**config.mk**
```make
export PLATFORM = sky130hd
export DESIGN_NAME = mem_arbiter
export DESIGN_NICKNAME = d
export VERILOG_FILES = /design/src/rtl/mem_arbiter_pkg.sv /design/src/rtl/mem_arbiter.sv
export SDC_FILE = /design/constraint.sdc
export NUM_CORES = 1
export LEC_CHECK = 0
export CORE_MARGIN = 2
export CORE_UTILIZATION = 42
export CTS_CLUSTER_SIZE = 16
export DETAILED_ROUTE_END_ITERATION = 10
export PLACE_DENSITY = 0.95
export SLEW_MARGIN = 20
export SYNTH_ARGS = -nofsm -noshare
export SYNTH_HDL_FRONTEND = slang
export SYNTH_SLANG_ARGS = --single-unit
```
**constraint.sdc**
```tcl
create_clock -name CLK -period 2.3 [get_ports CLK]
set_clock_uncertainty 0.05 [all_clocks]
set_input_delay 0.46 -clock CLK [delete_from_list [all_inputs] [get_ports CLK]]
set_output_delay 0.46 -clock CLK [all_outputs]
set_load 0.005 [all_outputs]
```
**src/rtl/mem_arbiter_pkg.sv**
```systemverilog
// Shared encodings for the unified-memory arbiter: FSM states and owner ids.
package mem_arbiter_pkg;

  typedef enum logic [1:0] {
    ST_IDLE   = 2'd0,
    ST_ACCESS = 2'd1,
    ST_WAIT   = 2'd2,
    ST_RESP   = 2'd3
  } state_t;

  localparam logic OWN_CPU = 1'b0;
  localparam logic OWN_LDR = 1'b1;

endpackage

```
**src/rtl/mem_arbiter.sv**
```systemverilog
// Arbiter sharing one instruction/data memory between the core access path
// and the loader/debug port. One access in flight at a time; reads wait out
// the memory latency, and the owner gets a one-cycle acknowledge.
//
// Handshake: a requester holds req (with we/addr/wdata) high until it sees
// its ack for one cycle. Request fields are latched at grant, so changes or a
// dropped req after the grant do not affect the transaction in flight.
module mem_arbiter
  import mem_arbiter_pkg::*;
#(
  parameter int AW      = 32,
  parameter int DW      = 32,
  parameter int MEM_LAT = 1
) (
  input  logic          CLK,
  input  logic          CLR,
  input  logic          cpu_req,
  input  logic          cpu_we,
  input  logic [AW-1:0] cpu_addr,
  input  logic [DW-1:0] cpu_wdata,
  output logic [DW-1:0] cpu_rdata,
  output logic          cpu_ack,
  output logic          cpu_stall,
  input  logic          ldr_req,
  input  logic          ldr_we,
  input  logic [AW-1:0] ldr_addr,
  input  logic [DW-1:0] ldr_wdata,
  output logic [DW-1:0] ldr_rdata,
  output logic          ldr_ack,
  input  logic          ldr_lock,
  output logic [AW-1:0] mem_addr,
  output logic [DW-1:0] mem_wdata,
  output logic          mem_we,
  input  logic [DW-1:0] mem_rdata,
  output logic [1:0]    dbg_state
);

  localparam int CW = $clog2(MEM_LAT + 1);

  state_t        r_state;
  logic          r_owner;
  logic          r_last;
  logic          r_we;
  logic [CW-1:0] r_cnt;
  logic [DW-1:0] r_cpu_rdata;
  logic [DW-1:0] r_ldr_rdata;

  logic          w_cpu_elig;
  logic          w_ldr_elig;
  logic          w_any;
  logic          w_grant;
  logic          w_sel_we;

  // Round-robin pick: on a tie, the requester not granted last wins.
  function automatic logic rr_pick(input logic cpu_e, input logic ldr_e,
                                   input logic last);
    if (cpu_e && ldr_e) return ~last;
    if (ldr_e)          return OWN_LDR;
    return OWN_CPU;
  endfunction

  assign w_cpu_elig = cpu_req & ~ldr_lock;
  assign w_ldr_elig = ldr_req;
  assign w_any      = w_cpu_elig | w_ldr_elig;
  assign w_grant    = rr_pick(w_cpu_elig, w_ldr_elig, r_last);
  assign w_sel_we   = (w_grant == OWN_LDR) ? ldr_we : cpu_we;

  // Read data passes straight through during RESP so it lines up with the
  // ack; afterwards the captured copy is held until the next read by that owner.
  assign cpu_rdata = (r_state == ST_RESP && r_owner == OWN_CPU) ? mem_rdata : r_cpu_rdata;
  assign ldr_rdata = (r_state == ST_RESP && r_owner == OWN_LDR) ? mem_rdata : r_ldr_rdata;

  assign cpu_stall = ldr_lock | (cpu_req & ~cpu_ack);
  assign dbg_state = r_state;

  // Arbitration FSM with registered memory strobes and acknowledges.
  always_ff @(posedge CLK) begin
    if (CLR) begin
      r_state     <= ST_IDLE;
      r_owner     <= OWN_CPU;
      r_last      <= OWN_CPU;
      r_we        <= 1'b0;
      r_cnt       <= '0;
      r_cpu_rdata <= '0;
      r_ldr_rdata <= '0;
      cpu_ack     <= 1'b0;
      ldr_ack     <= 1'b0;
      mem_we      <= 1'b0;
      mem_addr    <= '0;
      mem_wdata   <= '0;
    end else begin
      cpu_ack <= 1'b0;
      ldr_ack <= 1'b0;
      mem_we  <= 1'b0;
      case (r_state)
        ST_IDLE: begin
          if (w_any) begin
            r_owner   <= w_grant;
            r_we      <= w_sel_we;
            mem_addr  <= (w_grant == OWN_LDR) ? ldr_addr  : cpu_addr;
            mem_wdata <= (w_grant == OWN_LDR) ? ldr_wdata : cpu_wdata;
            // Write strobe and write ack both land in the ACCESS cycle.
            mem_we    <= w_sel_we;
            if (w_sel_we) begin
              if (w_grant == OWN_CPU) cpu_ack <= 1'b1;
              else                    ldr_ack <= 1'b1;
            end
            r_state <= ST_ACCESS;
          end
        end
        ST_ACCESS: begin
          if (r_we) begin
            r_last  <= r_owner;
            r_state <= ST_IDLE;
          end else begin
            r_cnt <= CW'(MEM_LAT - 1);
            if (MEM_LAT == 1) begin
              if (r_owner == OWN_CPU) cpu_ack <= 1'b1;
              else                    ldr_ack <= 1'b1;
              r_state <= ST_RESP;
            end else begin
              r_state <= ST_WAIT;
            end
          end
        end
        ST_WAIT: begin
          // Counter reaches zero on this edge: next cycle is RESP.
          if (r_cnt != '0) r_cnt <= r_cnt - CW'(1);
          if (r_cnt <= CW'(1)) begin
            if (r_owner == OWN_CPU) cpu_ack <= 1'b1;
            else                    ldr_ack <= 1'b1;
            r_state <= ST_RESP;
          end
        end
        ST_RESP: begin
          if (r_owner == OWN_CPU) r_cpu_rdata <= mem_rdata;
          else                    r_ldr_rdata <= mem_rdata;
          r_last  <= r_owner;
          r_state <= ST_IDLE;
        end
        default: r_state <= ST_IDLE;
      endcase
    end
  end

endmodule

```
## Word level (Yosys, flattened, before mapping)

Cells that the tools add are included.

- Add/subtract/negate cells: 1
- Order comparisons: 1
- Equal/unequal tests: 7
- Muxes and demuxes: 35
- Bitwise gates (word level): 10
- Reduce and logical (&&, ||, !) cells: 13

Operators by type and width:

| operator | count |
|---|---|
| 32-bit two-way mux | 4 |
| 1-bit two-way mux | 23 |
| 2-bit AND reduction | 6 |
| 2-bit != test, second input constant | 4 |
| 2-bit case mux with 4 select lines | 1 |
| 2-bit two-way mux | 3 |
| 1-bit inverter | 6 |
| 1-bit case mux with 3 select lines | 2 |
| 2-bit == test, second input constant | 2 |
| 1-bit case mux with 2 select lines | 2 |
| 2-bit nonzero test | 2 |
| 1-bit logical AND | 3 |
| 3-bit OR reduction | 1 |
| 1-bit AND | 2 |
| 2-bit by 1-bit == test with 1-bit output, second input constant | 1 |
| 2-bit logical NOT | 1 |
| 1-bit OR | 2 |
| 1-bit less-or-equal comparator, second input constant | 1 |
| 1-bit subtractor, second input constant | 1 |

- Register bits: 137
- Input port bits: 167
- Output and inout bits: 134
- Word-level logic and storage cells: 79

## Longest topological paths before layout

- Depth in word-level cells: 11
- Mapped depth: 7
- Depth with buffers taken out: 4

## Worst setup path before layout

OpenSTA, ideal clock, no wires.

- Path kind: reg2out
- Start point: reg r_state[0], in the netlist dbg_state[0]
- End point: out cpu_rdata[12]
- Data arrival time: 1157 ps
- Required time: 1790 ps
- Setup slack: 633 ps
- Stages on the path, launching flop included: 5
- Path buffers: 2
- Path through: dfxtp_1 -> buf_2 -> nand3_2 -> buf_2 -> mux2_1

- Word-level cells in the longest chain between the ends: 3

RTL lines:

| element | line | RTL |
|---|---|---|
| start, declared | mem_arbiter.sv:40 | `state_t r_state;` |
| start signal, assigned | mem_arbiter.sv:79 | `r_state <= ST_IDLE;` |
| start signal, assigned | mem_arbiter.sv:108 | `r_state <= ST_ACCESS;` |
| start signal, assigned | mem_arbiter.sv:114 | `r_state <= ST_IDLE;` |
| 2-bit == test | mem_arbiter.sv:70 | `assign cpu_rdata = (r_state == ST_RESP && r_owner == OWN_CPU) ? mem_rdata : r_cpu_rdata;` |
| 1-bit logical AND | mem_arbiter.sv:70 |  |
| 32-bit two-way mux | mem_arbiter.sv:70 |  |
| end, declared | mem_arbiter.sv:21 | `output logic [DW-1:0] cpu_rdata,` |

No other way between the ends.

## Worst setup path after layout

- Start point: reg r_state[0], in the netlist dbg_state[0]
- End point: out cpu_rdata[26]

Same word-level chain as after synthesis.

==> summary.md <==
| Metric | Value |
|---|---|
| WP data required | `1.79 ns` |
| CTS tree | `done` |
| Area growth syn-to-layout | `72.25%` |
| Max Fclk | `429.5 MHz` |
| Syn Inst Count | `604` |
| Static Leak | `4.196 nW` |
| Die Ht | `120.9 µm` |
| First-pass GRT wire length | `32,120 µm` |
| Failing checks | `setup timing` |
| Slew @ Worst Pin | `0.4227 ns` |
| Fin. max-slew vios | `0` |
| Skew-Pair Late Insertion Delay | `0.41 ns` |
| 1st-iter DRT viols | `412` |
| Critical Path End Type | `output pin` |
| Die Span X | `120.9 µm` |
| Core area | `0.01330 mm²` |
| Peak VDD IR | `0.0005806 V` |
| HPWL Detailed | `13,090 µm` |
| Antenna fix cells | `0` |
| Post-synthesis sequential area ratio | `0.4743` |
| Clock transition at path regs | `0.06 ns` |
| ANT nets after route | `0` |
| Routed WL | `21,940 µm` |
| Critical Path Fanout Max | `8` |
| Syn nets | `771` |
| Max-cap violations | `0` |
| CTS Buf Count | `17` |
| Hold crit path type | `primary input to flop` |
| Unrepaired setup endpoints after global routing | `true` |
| WS Path Type | `flop to output pin` |
| Slowest CP cell | `dfxtp_4` |
| Io pins | `301` |
| Delay-heaviest family, CP | `buffers and inverters` |
| CP arrival | `1.82 ns` |
| Routed len/inst | `19.82 µm` |
| Initial Util | `0.4318` |
| Via/cell ratio | `5.329` |
| GR Overflow Total | `0` |
| Design area | `0.009888 mm²` |
| Clk buf depth | `2` |
| #FFs+latches synth | `136` |
| Clock Sinks | `136` |
| Root Buffer Master | `clkbuf_16` |
| Initial antenna violation count | `0` |
| Hold Fails Final Rpt | `0` |
| Critical Path Max Stage Delay | `0.36 ns` |
| Total number of yosys warnings | `0` |
| Yosys cell types | `30` |
| DP Area | `0.008955 mm²` |
| Status | `finished, violations left` |
| P per Cell Area | `731.0 mW/mm²` |
| Vias in the first global route | `6,156` |
| Vias post-DR | `5,899` |
| Largest net degree at the start of global routing | `66` |
| GRT Util Overall | `0.2814` |
| Hold Slack | `0.4231 ns` |
| Sum of buffers and inverters on the critical path | `3` |
| Maximum level of the CTS H-tree | `4` |
| Slew headroom | `0.7182` |
| DRT Pass-1 Iters | `4` |
| Ratio of cells with drive above 1 in the final layout | `0.2213` |
| Startpoint Class | `flop` |
| Nets@finish | `1,086` |
| Port Buf Inserts | `300` |
| Min cycle time layout | `2.328 ns` |
| Row count | `42` |
| Avg Inst Size Synth | `9.504 µm²` |
| Fin crit share | `1.012` |
| Final Setup Violations | `3` |
| PnR worst setup slack | `-0.02811 ns` |
| Synthesized area | `0.005741 mm²` |
| Final GP Congestion | `0.7933` |
| EDFF count, synth | `0` |
| Drt drc | `0` |
| Asr flop ratio synth | `0` |
| Top FF cell, synth | `dfxtp_1` |
| Die ar. | `0.01462 mm²` |
| Crit-path cells | `buf_12 -> nand3_4 -> buf_16 -> mux2_2 -> dlygate4sd2_1` |
==> per-layer routing <==
metal / wire, µm / global-route usage / vias to the layer above
met5: 0 / 0 / -
met4: 1055 / 0.1388 / 0
met3: 2066 / 0.1015 / 79
met2: 10860 / 0.4986 / 315
met1: 7964 / 0.2922 / 2805
li1: - / - / 2700
==> final timing paths <==
path	endpoint	start	cells after the start	slack, ns
setup / recovery	cpu_rdata[26]	dbg_state[0]$_SDFFE_PP0P_	5	-0.03
hold / removal	r_ldr_rdata[17]$_SDFFE_PP0P_	CLR	2	0.42
setup reg to reg	mem_addr[30]$_SDFFE_PP0N_	dbg_state[1]$_SDFFE_PP0P_	7	0.51
hold reg to reg	mem_addr[21]$_SDFFE_PP0N_	mem_addr[21]$_SDFFE_PP0N_	2	0.44
==> logic make-up after synthesis <==
kind of cell / count (synthesis) / share of synthesized area
buffers and inverters: 53 / 0.04425
and+or+nand+nor: 210 / 0.1709
muxes: 67 / 0.1308
AOI/OAI and AO/OA: 138 / 0.1798
DFF: 136 / 0.4743
==> cells in the final DEF (no fill, tap or decap), drive strengths merged, types with 6 or more instances in the layout <==
master and count:
mux2 64, inv 6, a211oi 65, dfxtp 136, clkdlybuf4s15 7, nor2b 66, buf 72, clkbuf 32
a21oi 65, nor2 70, nand2 66, clkdlybuf4s50 235, dlygate4sd2 18
==> flip-flops by register name, summed over array words and instances, names as in the netlist, 2 cells and up <==
name and cells:
mem_addr 32, mem_wdata 32, r_cpu_rdata 32, r_ldr_rdata 32, dbg_state 2
==> repair_timing <==
| action | in CTS | in global routing |
|---|---|---|
| buffers inserted | 17 | 13 |
| endpoints found under the setup margin | 64 | 36 |
| gates cloned | 4 | 0 |
| hold buffers | 0 | 0 |
| gates resized for setup | 173 | 64 |
| pin swaps | 0 | 1 |
==> stage by stage <==
stage	setup slack (ns)	setup TNS, ns	util	cells	power (mW)
final	-0.02811	-0.06406	0.7437	1107	7.228
after global routing	-0.08445	-1.192	0.7437	1107	7.521
after CTS	-0.1239	-0.6233	0.7332	1098	7.196
after detailed placement	0.08541	0	0.6735	1046	4.366
after global placement	0.1000	0	0.6735	1046	4.323
after floorplan	0.6331	0	-	604	3.430
==> layout make-up <==
cell class,count,area [µm²]
repair buffers,346,3453
well taps,176,220.2
fillers,845,3407
clock inverters,11,137.6
inverters,3,13.76
multi-input cells,415,2863
clock buffers,20,466.7
flip-flops and latches,136,2734
==> synth_stat cells (all sizes together) (2+ instances only) <==
master  count  area (µm²)
mux2i       3       30.03
a21oi      65       325.3
nand3       3       25.02
buf        28       160.2
nand2      66       247.7
nor2       70       265.3
a211oi     65       653.1
nor2b      66       412.9
nor3        2       10.01
inv         3       11.26
dfxtp     136        2723
clkbuf     22       82.58
mux2       64       720.7
o21ai       2       10.00
==> power by group <==
part	switching, mW	internal [mW]	total (mW)	leakage [nW]
combinational	0.767	0.996	1.76	2.79
clock	1.09	1.70	2.79	0.294
sequential	0.111	2.57	2.68	1.11
total	1.97	5.26	7.23	4.20
Power figures use the tool's default switching activity.
